**config.mk**
```make
export PLATFORM = sky130hd
export DESIGN_NAME = ins_decoder
export DESIGN_NICKNAME = d
export VERILOG_FILES = /design/src/rtl/ins_decoder.sv
export SDC_FILE = /design/constraint.sdc
export NUM_CORES = 1
export LEC_CHECK = 0
export ABC_AREA = 1
export CORE_ASPECT_RATIO = 0.6
export CORE_MARGIN = 2
export CORE_UTILIZATION = 30
export CTS_CLUSTER_SIZE = 28
export DETAILED_ROUTE_END_ITERATION = 7
export PLACE_DENSITY = 0.52
export SKIP_LAST_GASP = 1
export SYNTH_ARGS = -nofsm -noshare
export SYNTH_HDL_FRONTEND = slang
export SYNTH_SLANG_ARGS = --single-unit
```
**constraint.sdc**
```tcl
create_clock -name clk -period 2.78 [get_ports clk]
set_input_delay 0.556 -clock clk [delete_from_list [all_inputs] [get_ports clk]]
set_output_delay 0.556 -clock clk [all_outputs]
set_load 0.05 [all_outputs]
```
**src/rtl/ins_decoder.sv**
```systemverilog
// Instruction decoder/dispatcher: routes load/save to mem_*, calc to calc_info, and applies
// config instructions only after all units are idle. Optional legality checks: `INS_DEC_CHECK_EN.
module ins_decoder #(
    parameter int INS_W = 64,
    parameter int CNT_W = 16
) (
    input  logic             clk,
    input  logic             rst,
    input  logic [INS_W-1:0] ins,
    input  logic             ins_valid,
    output logic             ins_ready,
    output logic             ld_valid,
    input  logic             ld_ready,
    output logic             sv_valid,
    input  logic             sv_ready,
    output logic [3:0]       mem_op,
    output logic [5:0]       mem_buf_id,
    output logic [11:0]      mem_size,
    output logic [7:0]       mem_aux,
    output logic [31:0]      mem_addr,
    output logic             calc_valid,
    input  logic             calc_ready,
    output logic [27:0]      calc_info,
    input  logic             ld_idle,
    input  logic             calc_idle,
    input  logic             sv_idle,
    output logic             conf_valid,
    output logic [29:0]      conf_info,
    output logic             err,
    output logic [1:0]       err_type,
    output logic [CNT_W-1:0] ins_cnt
);

    typedef enum logic [1:0] {
        S_IDLE,
        S_HOLD,
        S_SYNC
    } state_t;

    typedef enum logic [1:0] {
        T_LOAD = 2'b00,
        T_CALC = 2'b01,
        T_SAVE = 2'b10,
        T_CONF = 2'b11
    } ins_type_t;

    state_t     r_state, w_next_state;
    ins_type_t  r_type;
    ins_type_t  w_in_type;

    logic [3:0]       r_mem_op;
    logic [5:0]       r_mem_buf_id;
    logic [11:0]      r_mem_size;
    logic [7:0]       r_mem_aux;
    logic [31:0]      r_mem_addr;
    logic [27:0]      r_calc_info;
    logic [29:0]      r_conf_hold;
    logic [29:0]      r_conf_info;
    logic             r_conf_valid;
    logic [CNT_W-1:0] r_cnt;

    logic w_sel_ready, w_hold_done, w_sync_done, w_accept, w_illegal, w_take;

    assign w_in_type = ins_type_t'(ins[63:62]);

    always_comb begin
        unique case (r_type)
            T_LOAD:  w_sel_ready = ld_ready;
            T_CALC:  w_sel_ready = calc_ready;
            default: w_sel_ready = sv_ready;
        endcase
    end

    assign w_hold_done = (r_state == S_HOLD) && w_sel_ready;
    assign w_sync_done = (r_state == S_SYNC) && ld_idle && calc_idle && sv_idle;
    assign ins_ready   = (r_state == S_IDLE) || w_hold_done;
    assign w_accept    = ins_valid && ins_ready;

`ifdef INS_DEC_CHECK_EN
    logic r_err;
    logic [1:0] r_err_type;

    always_comb begin
        w_illegal = 1'b0;
        unique case (w_in_type)
            T_LOAD:  w_illegal = !(ins[61:58] inside {4'd0, 4'd1, 4'd4, 4'd5, 4'd6, 4'd7});
            T_SAVE:  w_illegal = !(ins[61:58] inside {4'd0, 4'd8, 4'd9, 4'd10, 4'd11});
            T_CONF:  w_illegal = (ins[61:58] > 4'd5);
            default: w_illegal = (ins[61:60] != 2'b00);
        endcase
    end

    // Only the first illegal instruction is recorded; later ones are dropped silently.
    always_ff @(posedge clk or negedge rst) begin
        if (!rst) begin
            r_err      <= 1'b0;
            r_err_type <= 2'b00;
        end else if (w_accept && w_illegal && !r_err) begin
            r_err      <= 1'b1;
            r_err_type <= ins[63:62];
        end
    end

    assign err      = r_err;
    assign err_type = r_err_type;
`else
    assign w_illegal = 1'b0;
    assign err       = 1'b0;
    assign err_type  = 2'b00;
`endif

    assign w_take = w_accept && !w_illegal;

    // NOTE: every variable in this block gets a default first so no latch is inferred.
    always_comb begin
        w_next_state = r_state;
        unique case (r_state)
            S_IDLE, S_HOLD: begin
                if (r_state == S_IDLE || w_hold_done) begin
                    if (w_take)
                        w_next_state = (w_in_type == T_CONF) ? S_SYNC : S_HOLD;
                    else
                        w_next_state = S_IDLE;
                end
            end
            S_SYNC: begin
                if (w_sync_done)
                    w_next_state = S_IDLE;
            end
            default: w_next_state = S_IDLE;
        endcase
    end

    // NOTE: sequential state uses non-blocking assignments so all registers update together.
    // NOTE: the holding/payload registers are reset too, since their reset value is visible on outputs.
    always_ff @(posedge clk or negedge rst) begin
        if (!rst) begin
            r_state      <= S_IDLE;
            r_type       <= T_LOAD;
            r_mem_op     <= '0;
            r_mem_buf_id <= '0;
            r_mem_size   <= '0;
            r_mem_aux    <= '0;
            r_mem_addr   <= '0;
            r_calc_info  <= '0;
            r_conf_hold  <= '0;
            r_conf_info  <= '0;
            r_conf_valid <= 1'b0;
            r_cnt        <= '0;
        end else begin
            r_state      <= w_next_state;
            r_conf_valid <= w_sync_done;
            if (w_hold_done || w_sync_done)
                r_cnt <= r_cnt + 1'b1;
            if (w_sync_done)
                r_conf_info <= r_conf_hold;
            if (w_take) begin
                r_type <= w_in_type;
                // Only the target port's payload changes; the others keep their last value.
                unique case (w_in_type)
                    T_LOAD, T_SAVE: begin
                        r_mem_op     <= ins[61:58];
                        r_mem_buf_id <= ins[57:52];
                        r_mem_size   <= ins[51:40];
                        r_mem_aux    <= ins[39:32];
                        r_mem_addr   <= ins[31:0];
                    end
                    T_CALC:  r_calc_info <= ins[59:32];
                    default: r_conf_hold <= ins[61:32];
                endcase
            end
        end
    end

    assign ld_valid   = (r_state == S_HOLD) && (r_type == T_LOAD);
    assign calc_valid = (r_state == S_HOLD) && (r_type == T_CALC);
    assign sv_valid   = (r_state == S_HOLD) && (r_type == T_SAVE);

    assign mem_op     = r_mem_op;
    assign mem_buf_id = r_mem_buf_id;
    assign mem_size   = r_mem_size;
    assign mem_aux    = r_mem_aux;
    assign mem_addr   = r_mem_addr;
    assign calc_info  = r_calc_info;
    assign conf_valid = r_conf_valid;
    assign conf_info  = r_conf_info;
    assign ins_cnt    = r_cnt;

endmodule
```
---- Word level (Yosys, flattened, before mapping) ----
Cells that the tools add are included.
storage, ports and cells
  register bits after elaboration ......... 171
  bits of input ports ..................... 73
  output and inout port bits .............. 144
  word-level logic and storage cells ...... 49
cells by class
  $add $sub $neg .......................... 1
  equality and inequality tests ........... 9
  multiplexer cells ....................... 6
  bitwise operators ....................... 1
  reduce and logical (&&, ||, !) cells .... 20
operators with widths
  kind                     number
  $add A16 B1 Y16 const B  1
  $eq A2 B2 Y1 const B     4
  $logic_and A1 B1 Y1      8
  $mux W2                  4
  $reduce_and A2 Y1        4
  $eq A2 B1 Y1 const B     3
  $logic_not A2 Y1         3
  $ne A2 B2 Y1 const B     2
  $pmux W2 S2              1
  $reduce_or A2 Y1         2
  $reduce_or A3 Y1         1
  $logic_or A1 B1 Y1       2
  $pmux W1 S2              1
  $not A1 Y1               1

---- Longest topological paths before layout ----
Gate-level depths: netlist of the first run.
  depth in word-level cells ............... 8
  gate-level depth with buffers ........... 9
  mapped depth without buffers ............ 8

---- Worst setup path after synthesis of the first run ----
No wires, ideal clock.
  path type ............................... reg2out
  from .................................... register r_state[0]
  to ...................................... output calc_valid
  arrival time ............................ 1.673 ns
  data required time ...................... 2.224 ns
  setup slack ............................. 0.551 ns
  stages on the path, launching flop included .. 5
  path buffers ............................ 0
  path through ............................ dfrtp_1 > inv_2 > nor2_1 > inv_1 > nor3_1
between the ends
  longest elaborated chain between the ends .. 2
RTL lines
  element                   line  source
  start: declaration        47    state_t r_state, w_next_state;
  start signal: assignment  151   r_state <= w_next_state;
  $eq A2 B1 Y1              176   assign calc_valid = (r_state == S_HOLD) && (r_type == T_CALC);
  $logic_and A1 B1 Y1       176
  end: declaration          21    output logic calc_valid,
Every way passes these cells.

---- Final worst setup path of the first run ----
  from .................................... register r_cnt[0] (netlist: ins_cnt[0])
  to ...................................... output ins_cnt[0]
RTL lines
  element                   line  source
  start: declaration        60    logic [CNT_W-1:0] r_cnt;
  start signal: assignment  154   r_cnt <= r_cnt + 1'b1;
  end: declaration          31    output logic [CNT_W-1:0] ins_cnt
No word-level cell between the ends.

==> out/qor.yml, run 1 <==
synthCells: 837
critical_path.max_stage_delay_ns: 0.87
fin_ws_ns: 0.4395
synth_flop_cell: "dfrtp_1"
synth_top_cell_by_area: "dfrtp_1"
first_global_vias: 6290
wirelength_mm: 24.50
io_buffers: 213
antennaDiodeCount: 0
vias: 6348
startpoint_type: "flip-flop"
fin_nets: 1105
post_drt_wl_per_cell_um: 17.93
start_util: 0.3039
finalClockSkew_ns: 0.01806
fp-row-count: 44
area_delta_synth_final_pct: 41.53
critPathSlowestCell: "clkdlybuf4s50_1"
cts.clk_slew.worst_paths_ns: 0.06
root_buffer: "clkbuf_16"
crit_buf_inv: 1
hold_class: "in -> async"
drcViolationCount: 0
synth.top_cell.area_share: 0.5852
max_freq_mhz: 427.3
fin_crit_sh: 0.8419
antenna_found_initial: 0
peakVddDrop_mv: 0.7076
die_y_um: 124.9
hold-worst-slack_ns: 0.1361
cts_setup_buffers: 0
synth_commonest_cells: "nand2_1 (402), dfrtp_1 (171), nand4_1 (122)"
avgSynthCellArea_um2: 8.736
via_per_inst: 4.647
post_cts_resized: 0
setup_violations: 0
worst-setup-path-type: "reg -> out"
cap_viol_max_count: 0
htree_levels: 4
layout-drive-gt1-share: 0.05747
required_ns: 2.22
die_area_um2: 25680
synth_edf_count: 0
holdBufCountCts: 0
synth.area.top_cells: "dfrtp_1 (59%), nand2_1 (21%), nand4_1 (10%)"
rsz0062_at_grt: "no"
ant_nets: 0
syn-cell-area_um2: 7312
relSlewSlack: 0.5893
yosysMostFrequentCell: "nand2_1"
globalplace.congestion: 0.7762
slew_viol_final: 0
yosysUniqueCellTypes: 23
drtIter0Drc: 404
io_pins: 217
status: "complete, no violations"
overflow: 0
clkSinkCount: 171
tightestPinTransition_ns: 0.6142
grt_pass1_wl_mm: 38.65
cp_max_fo: 6
tns_ns: 0
numCtsBuffers: 17
async_flop_share: 1.000
dr.pass1.iters: 7
hold_viol: 0
ys_warn_count: 0
dpl_worst_slack_ns: 0.5283
core_region_area_um2: 24060
grt_usage: 0.1981
power.density_nw_per_um2: 1367
finalCriticalPeriod_ns: 2.340
cts.path.max_buffers: 2
cts_tree: "built"
cp-end-kind: "primary output"
synth_seq_cells: 171
path_cells: "clkdlybuf4s50_1"
grt_start_max_net_pins: 71
leakage_uw: 0.005043
ys_seq_area_frac: 0.5852
clk-insertion-delay-late_ns: 0.44
worstPathArrival_ns: 1.78
place_hpwl_mm: 16.57
die_w_um: 205.6
crit_family: "buffers and inverters"
per-stage QoR:
stage | total power, uW | instance area (um2) | cells | utilization
finish | 14150 | 10350 | 1366 | 0.4302
global route | 14940 | 10350 | 1366 | 0.4302
CTS | 14310 | 10340 | 1366 | 0.4298
detailed placement | 11770 | 9751 | 1334 | 0.4053
global placement | 11770 | 9751 | 1334 | 0.4053
floorplan | 9116 | 7320 | 839 | -
routing by layer:
metal  vias to the layer above  wire [um]  track usage
li1                       3149          -            -
met1                      3025      12800       0.3099
met2                       165       9528       0.2539
met3                         9       2034      0.07482
met4                         0        136      0.04063
met5                         -          0            0
layout make-up:
class / count / area [um2]
Multi-Input combinational cell: 589 / 2663
Clock inverter: 6 / 111.4
Fill cell: 2396 / 13710
Timing Repair Buffer: 234 / 2346
Inverter: 18 / 67.56
Clock buffer: 26 / 479.2
Sequential cell: 171 / 4279
Tap cell: 322 / 402.9
cell usage in the layout (no fill, tap or decap), types with 4 or more instances in the layout:
master,n
xor2_1,4
nand4_1,122
buf_4,19
inv_1,13
o21ai_0,9
clkbuf_1,7
buf_12,4
nor2_1,18
dfrtp_1,171
clkbuf_16,17
nand2_1,402
clkdlybuf4s50_1,207
inv_2,5
xnor2_1,6
nand3_1,12
power breakdown:
group / internal, uW / switching, uW
Sequential: 3600 / 724
Clock: 1460 / 987
Combinational: 2260 / 5120
kinds of logic (layout without fill, tap and decap cells):
group | after synthesis | after routing | share of synthesized area
flops | 171 | 171 | 0.5852
other cells | 1 | 3 | 0.0005129
simple gates | 563 | 563 | 0.3381
xor+xnor | 10 | 10 | 0.01198
compound gates | 12 | 12 | 0.008556
fa+ha+maj | 1 | 1 | 0.001711
buf+inv | 79 | 284 | 0.05390
flip-flops by register name, indices dropped and copies added (netlist names):
register	count
mem_addr	32
conf_info	30
r_conf_hold	30
calc_info	28
ins_cnt	16
mem_size	12
mem_aux	8
mem_buf_id	6
mem_op	4
r_state	2
r_type	2
conf_valid	1
worst paths after layout:
| path | depth (start not counted) | start | slack (ns) | end |
|---|---|---|---|---|
| min reg2reg | 2 | conf_info[2]$_DFFE_PN0P_ | 0.47 | conf_info[2]$_DFFE_PN0P_ |
| max | 1 | ins_cnt[0]$_DFFE_PN0P_ | 0.44 | ins_cnt[0] |
| min in group clk | 2 | conf_info[2]$_DFFE_PN0P_ | 0.47 | conf_info[2]$_DFFE_PN0P_ |
| min | 1 | rst | 0.14 | ins_cnt[10]$_DFFE_PN0P_ |
| max reg2reg | 7 | r_type[1]$_DFFE_PN0P_ | 0.93 | r_conf_hold[5]$_DFFE_PN0P_ |
| max in group asynchronous | 2 | rst | 1.88 | mem_addr[3]$_DFFE_PN0P_ |
No activity file was read; power rests on OpenSTA's default activity.
==> run 2, diff against run 1 <==
--- a/config.mk
+++ b/config.mk
@@ -11,7 +11,7 @@
 export CORE_UTILIZATION = 30
 export CTS_CLUSTER_SIZE = 28
 export DETAILED_ROUTE_END_ITERATION = 7
-export PLACE_DENSITY = 0.52
+export PLACE_DENSITY = 0.54
 export SKIP_LAST_GASP = 1
 export SYNTH_ARGS = -nofsm -noshare
 export SYNTH_HDL_FRONTEND = slang
==> constraint.sdc (replaced) <==
create_clock -name clk -period 2 [get_ports clk]
set_input_delay 0.4 -clock clk [delete_from_list [all_inputs] [get_ports clk]]
set_output_delay 0.4 -clock clk [all_outputs]
set_load 0.05 [all_outputs]
==> out/qor.yml, run 2 (synthesis gave the netlist of run 1 again) <==
io_pins: 217  # unchanged
fp-row-count: 44  # unchanged
worstPathArrival_ns: 1.52  # was 1.78 ns
die_w_um: 205.6  # unchanged
required_ns: 1.60  # was 2.22 ns
final_util: 0.4351  # was 0.4302
post_drt_wl_per_cell_um: 18.26  # was 17.93 um
die_area_um2: 25680  # unchanged
startpoint_type: "flip-flop"  # unchanged
fin_crit_sh: 0.9616
cp_max_fo: 4  # was 6
post_dp_cell_area_um2: 9858  # was 9751 um2
drcViolationCount: 0  # unchanged
grt_usage: 0.2025  # was 0.1981
hold-worst-slack_ns: 0.3299  # was 0.1361 ns
clk-insertion-delay-late_ns: 0.43  # was 0.44 ns
worst-setup-path-type: "reg -> out"  # unchanged
io_buffers: 213  # unchanged
clkSinkCount: 171  # unchanged
fin_cells: 1388  # was 1366
max_freq_mhz: 520.0
fill_cells: 2409  # was 2396
globalplace.congestion: 0.7878  # was 0.7762
leakage_uw: 0.005504  # was 0.005043 uW
largest_register_ffs: 32  # unchanged
cts.path.max_buffers: 2  # unchanged
dp_cells: 1350  # was 1334
critPathSlowestCell: "dfrtp_2"  # was clkdlybuf4s50_1
crit_buf_inv: 2  # was 1
ant_nets: 0  # unchanged
cp-end-kind: "primary output"  # unchanged
finalCriticalPeriod_ns: 1.923
wirelength_mm: 25.34  # was 24.50 mm
crit_family: "flip-flops"  # was buffers and inverters
finalClockSkew_ns: 0.01237  # was 0.01806 ns
vias: 6543  # was 6348
critical_path.max_stage_delay_ns: 0.44  # was 0.87 ns
tightestPinTransition_ns: 0.5351  # was 0.6142 ns
numCtsBuffers: 17  # unchanged
place_hpwl_mm: 17.25  # was 16.57 mm
first_global_vias: 6437  # was 6290
die_y_um: 124.9  # unchanged
drtIter0Drc: 418  # was 404
root_buffer: "clkbuf_16"  # unchanged
htree_levels: 4  # unchanged
antenna_found_initial: 0  # unchanged
overflow: 0  # unchanged
power.density_nw_per_um2: 1900  # was 1367 nW/um2
hold_class: "in -> reg"  # was in -> async
grt_pass1_wl_mm: 39.48  # was 38.65 mm
via_per_inst: 4.714  # was 4.647
slew_viol_final: 0  # unchanged
cts_tree: "built"  # unchanged
fin_ws_ns: 0.07681  # was 0.4395 ns
stdcell_area_um2: 10470  # was 10350 um2
ff_latch_area_um2: 4283  # was 4279 um2
path_cells: "inv_2 > nand3_1 > nand3_2 > nand2_2 > nand2_4 > buf_12"  # was clkdlybuf4s50_1
start_util: 0.3039  # unchanged
peakVddDrop_mv: 1.057  # was 0.7076 mV
layout_commonest_cell: "nand2_1"  # unchanged
grt_start_max_net_pins: 70  # was 71
core_region_area_um2: 24060  # unchanged
status: "complete, no violations"  # unchanged
antennaDiodeCount: 0  # unchanged
area_delta_synth_final_pct: 43.17  # was 41.53%
setup_violations: 0  # unchanged
dpl_worst_slack_ns: 0.005093  # was 0.5283 ns
dr.pass1.iters: 5  # was 7
layout-drive-gt1-share: 0.1585  # was 0.05747
cap_viol_max_count: 0  # unchanged
multi_input_area_um2: 2700  # was 2663 um2
hold_viol: 0  # unchanged
layout_common_cells: "nand2_1 (401), dfrtp_1 (168), nand4_1 (122), buf_4 (96), clkdlybuf4s50_1 (70)"  # was nand2_1 (402), clkdlybuf4s50_1 (207), dfrtp_1 (171), nand4_1 (122), buf_4 (19)
cts.clk_slew.worst_paths_ns: 0.07  # was 0.06 ns
relSlewSlack: 0.6427  # was 0.5893
fin_nets: 1128  # was 1105
run 2: through the flow:
stage / total power [uW] / setup TNS, ns
floorplan: 12670 / -0.2186
CTS: 19980 / -0.2708
finish: 19890 / 0
detailed placement: 16810 / 0
global route: 21010 / -0.006724
global placement: 16780 / -0.002369
run 2: what timing repair did:
item / 4_1_cts / 5_1_grt
pin swaps: 1 / 1
endpoints found under the setup margin: 73 / 83
hold endpoints to repair: 35 / 0
setup buffers: 3 / 3
hold buffers: 1 / 0
gates resized for setup: 69 / 16
run 2: where the power goes:
part	total [uW]	internal (uW)	leakage, uW	switching, uW
logic	10500	3120	0.00302	7430
clock network	3320	1880	0.000286	1440
registers	6030	5000	0.00219	1020
run 2: worst paths after layout:
check / from / to / slack, ns / depth (start not counted)
setup / recovery: r_type[1]$_DFFE_PN0P_ / ins_ready / 0.08 / 6
hold / removal: ins_valid / mem_op[3]$_DFFE_PN0P_ / 0.33 / 3
setup reg to reg: r_type[1]$_DFFE_PN0P_ / mem_addr[0]$_DFFE_PN0P_ / 0.16 / 11
hold reg to reg: conf_info[16]$_DFFE_PN0P_ / conf_info[16]$_DFFE_PN0P_ / 0.46 / 2
max in group asynchronous: rst / conf_info[16]$_DFFE_PN0P_ / 0.85 / 3
min in group asynchronous: rst / mem_size[10]$_DFFE_PN0P_ / 0.44 / 2
run 2: worst min-delay path, cell delays in order:
cell,delay (ns)
buf_4,0.17
nand4_1,0.10
nand2_1,0.05
run 2: cell type report:
cell class	instances	share of cell area
multi-input combinational	589	0.2579
clock inverter	13	0.01374
inverter	18	0.006454
tap	322	0.03848
clock buffer	18	0.04195
timing repair buffer	257	0.2323
sequential	171	0.4091
run 2: per-layer routing:
| metal | vias to the layer above | wire length (um) | GRT usage |
|---|---|---|---|
| met1 | 3161 | 13450 | 0.3299 |
| met4 | 0 | 237 | 0.05121 |
| li1 | 3186 | - | - |
| met5 | - | 0 | 0 |
| met2 | 183 | 9815 | 0.2549 |
| met3 | 13 | 1843 | 0.05631 |
==> run 3, diff against run 2 <==
==> constraint.sdc (replaced) <==
create_clock -name clk -period 1.63 [get_ports clk]
set_input_delay 0.326 -clock clk [delete_from_list [all_inputs] [get_ports clk]]
set_output_delay 0.326 -clock clk [all_outputs]
set_load 0.05 [all_outputs]
==> out/qor.yml, run 3 (synthesis gave the netlist of run 1 again) <==
regToRegEndpoint: "calc_info[19]$_DFFE_PN0P_"  # was mem_addr[0]$_DFFE_PN0P_
post_dp_cell_area_um2: 10570  # was 9858 um2
worst-setup-path-type: "reg -> out"  # unchanged
reg2reg_depth: 11  # unchanged
violations: "negative setup slack"
root_buffer: "clkbuf_16"  # unchanged
layout-drive-gt1-share: 0.2475  # was 0.1585
core_region_area_um2: 24060  # unchanged
largest_register_ffs: 32  # unchanged
overflow: 0  # unchanged
critical_path.max_stage_delay_ns: 0.40  # was 0.44 ns
whs_endpoint: "mem_size[0]$_DFFE_PN0P_"  # was mem_op[3]$_DFFE_PN0P_
drtIter0Drc: 398  # was 418
required_ns: 1.30  # was 1.60 ns
finalClockSkew_ns: 0.009937  # was 0.01237 ns
hold_viol: 0  # unchanged
cts.path.max_buffers: 2  # unchanged
grt_start_max_net_pins: 53  # was 70
stdcell_area_um2: 11320  # was 10470 um2
max_freq_mhz: 541.7
fin_nets: 1156  # was 1128
first_global_vias: 6522  # was 6437
finalCriticalPeriod_ns: 1.846
htree_levels: 4  # unchanged
vias: 6746  # was 6543
grt_util_met3: 0.05787  # was 0.05631
holdPathStages: 3  # unchanged
io_pins: 217  # unchanged
antennaDiodeCount: 0  # unchanged
critPathSlowestCell: "dfrtp_1"  # was dfrtp_2
ff_latch_area_um2: 4284  # was 4283 um2
layout_commonest_cell: "nand2_1"  # unchanged
numCtsBuffers: 17  # unchanged
globalplace.congestion: 0.7909  # was 0.7878
path_cells: "inv_2 > nand3_2 > nand3_2 > nand2_2 > nand2_4 > buf_12 > buf_12"  # was inv_2 > nand3_1 > nand3_2 > nand2_2 > nand2_4 > buf_12
dr.pass1.iters: 5  # unchanged
leakage_uw: 0.005733  # was 0.005504 uW
die_area_um2: 25680  # unchanged
grtUsageMet2: 0.2608  # was 0.2549
cts.clk_slew.worst_paths_ns: 0.07  # about the same
multi_input_area_um2: 2709  # was 2700 um2
rsz0062_at_grt: "yes"
area_delta_synth_final_pct: 54.86  # was 43.17%
cts_tree: "built"  # unchanged
power_uw: 26300  # was 19890 uW
via_per_inst: 4.761  # was 4.714
slew_viol_final: 0  # unchanged
r2r_start: "r_type[0]$_DFFE_PN0P_"  # was r_type[1]$_DFFE_PN0P_
cp-end-kind: "primary output"  # unchanged
hold_class: "in -> reg"  # unchanged
power.density_nw_per_um2: 2322  # was 1900 nW/um2
wirelength_mm: 25.00  # was 25.34 mm
drcViolationCount: 0  # unchanged
die_y_um: 124.9  # unchanged
fin_crit_sh: 1.133
crit_buf_inv: 3  # was 2
die_w_um: 205.6  # unchanged
layout_common_cells: "nand2_1 (401), dfrtp_1 (167), buf_4 (137), nand4_1 (122), buf_12 (74)"  # was nand2_1 (401), dfrtp_1 (168), nand4_1 (122), buf_4 (96), clkdlybuf4s50_1 (70)
clkSinkCount: 171  # unchanged
crit_family: "flip-flops"  # unchanged
antenna_found_initial: 0  # unchanged
cp_max_fo: 3  # was 4
clk-insertion-delay-late_ns: 0.43  # about the same
status: "finished, violations left"  # was complete, no violations
hold-worst-slack_ns: 0.3221  # was 0.3299 ns
io_buffers: 213  # unchanged
startpoint_type: "flip-flop"  # unchanged
start_util: 0.3039  # unchanged
peakVddDrop_mv: 1.181  # was 1.057 mV
fp-row-count: 44  # unchanged
hold_start: "ins_valid"  # unchanged
setup_violations: 6  # was 0
grt_pass1_wl_mm: 38.98  # was 39.48 mm
ant_nets: 0  # unchanged
cap_viol_max_count: 0  # unchanged
worstSetupStartpoint: "r_type[1]$_DFFE_PN0P_"  # unchanged
post_drt_wl_per_cell_um: 17.65  # was 18.26 um
grt_util_met1: 0.3176  # was 0.3299
worstPathArrival_ns: 1.52  # about the same
grt.busiest_layer: "met1"  # unchanged
place_hpwl_mm: 17.72  # was 17.25 mm
r2r_setup_slack_ns: 0  # was 0.16 ns
fill_cells: 2270  # was 2409
fin_ws_ns: -0.2161  # was 0.07681 ns
grt_usage: 0.1996  # was 0.2025
[run 3: cell count changes in the layout (fill, tap and decap cells not counted), sizes merged]
cell          before  now
clkbuf            18   23
inv               20   19
clkinvlp           1    0
dlygate4sd2       69    0
dlymetal6s2s       2    0
buf              115  212
[run 3: cell type report]
class,count,area share
Clock buffer,21,0.04155
Clock inverter,11,0.01028
Inverter,18,0.006188
Multi-Input combinational cell,589,0.2392
Sequential cell,171,0.3783
Tap cell,322,0.03558
Timing Repair Buffer,285,0.2888
[run 3: metrics by stage]
step | setup slack (ns) | utilization | setup TNS (ns) | std cells
floorplan | -0.3689 | - | -1.107 | 839
global placement | -0.2773 | 0.4395 | -28.33 | 1375
finish | -0.2161 | 0.4707 | -0.6106 | 1417
detailed placement | -0.2688 | 0.4395 | -31.38 | 1375
global route | -0.2813 | 0.4707 | -4.173 | 1417
CTS | -0.2607 | 0.4680 | -0.7212 | 1414
[run 3: worst max-delay path by stage]
stage | endpoint | slack, ns | cells past startpoint
floorplan | calc_valid | -0.37 | 4
global placement | ins_ready | -0.28 | 7
detailed placement | ins_ready | -0.27 | 7
CTS | ins_ready | -0.26 | 7
global route | ins_ready | -0.28 | 7
finish | ins_ready | -0.22 | 7
[run 3: per-layer routing]
metal  wire length, um  vias up
met3              1912       22
met5                 0        -
li1                  -     3253
met4               308        0
met2              9913      226
met1             12870     3245
[run 3: power by group]
part	leakage, uW	internal, uW	switching, uW
combinational	0.00324	5360	9100
sequential	0.00219	6140	1540
clock	0.000297	2380	1780
total	0.00573	13900	12400
[run 3: worst min-delay path, stage by stage]
cell and delay [ns]:
buf_4 0.21, nand4_1 0.13, nand2_1 0.04
[run 3: timing repair]
| action | CTS | global route |
|---|---|---|
| setup buffers | 6 | 2 |
| cloned | 0 | 1 |
| resized for setup | 13 | 7 |
| hold buffers | 1 | 0 |
| endpoints found under the setup margin | 4 | 73 |
| endpoints found under the hold margin | 44 | 0 |
| pin swaps | 4 | 5 |
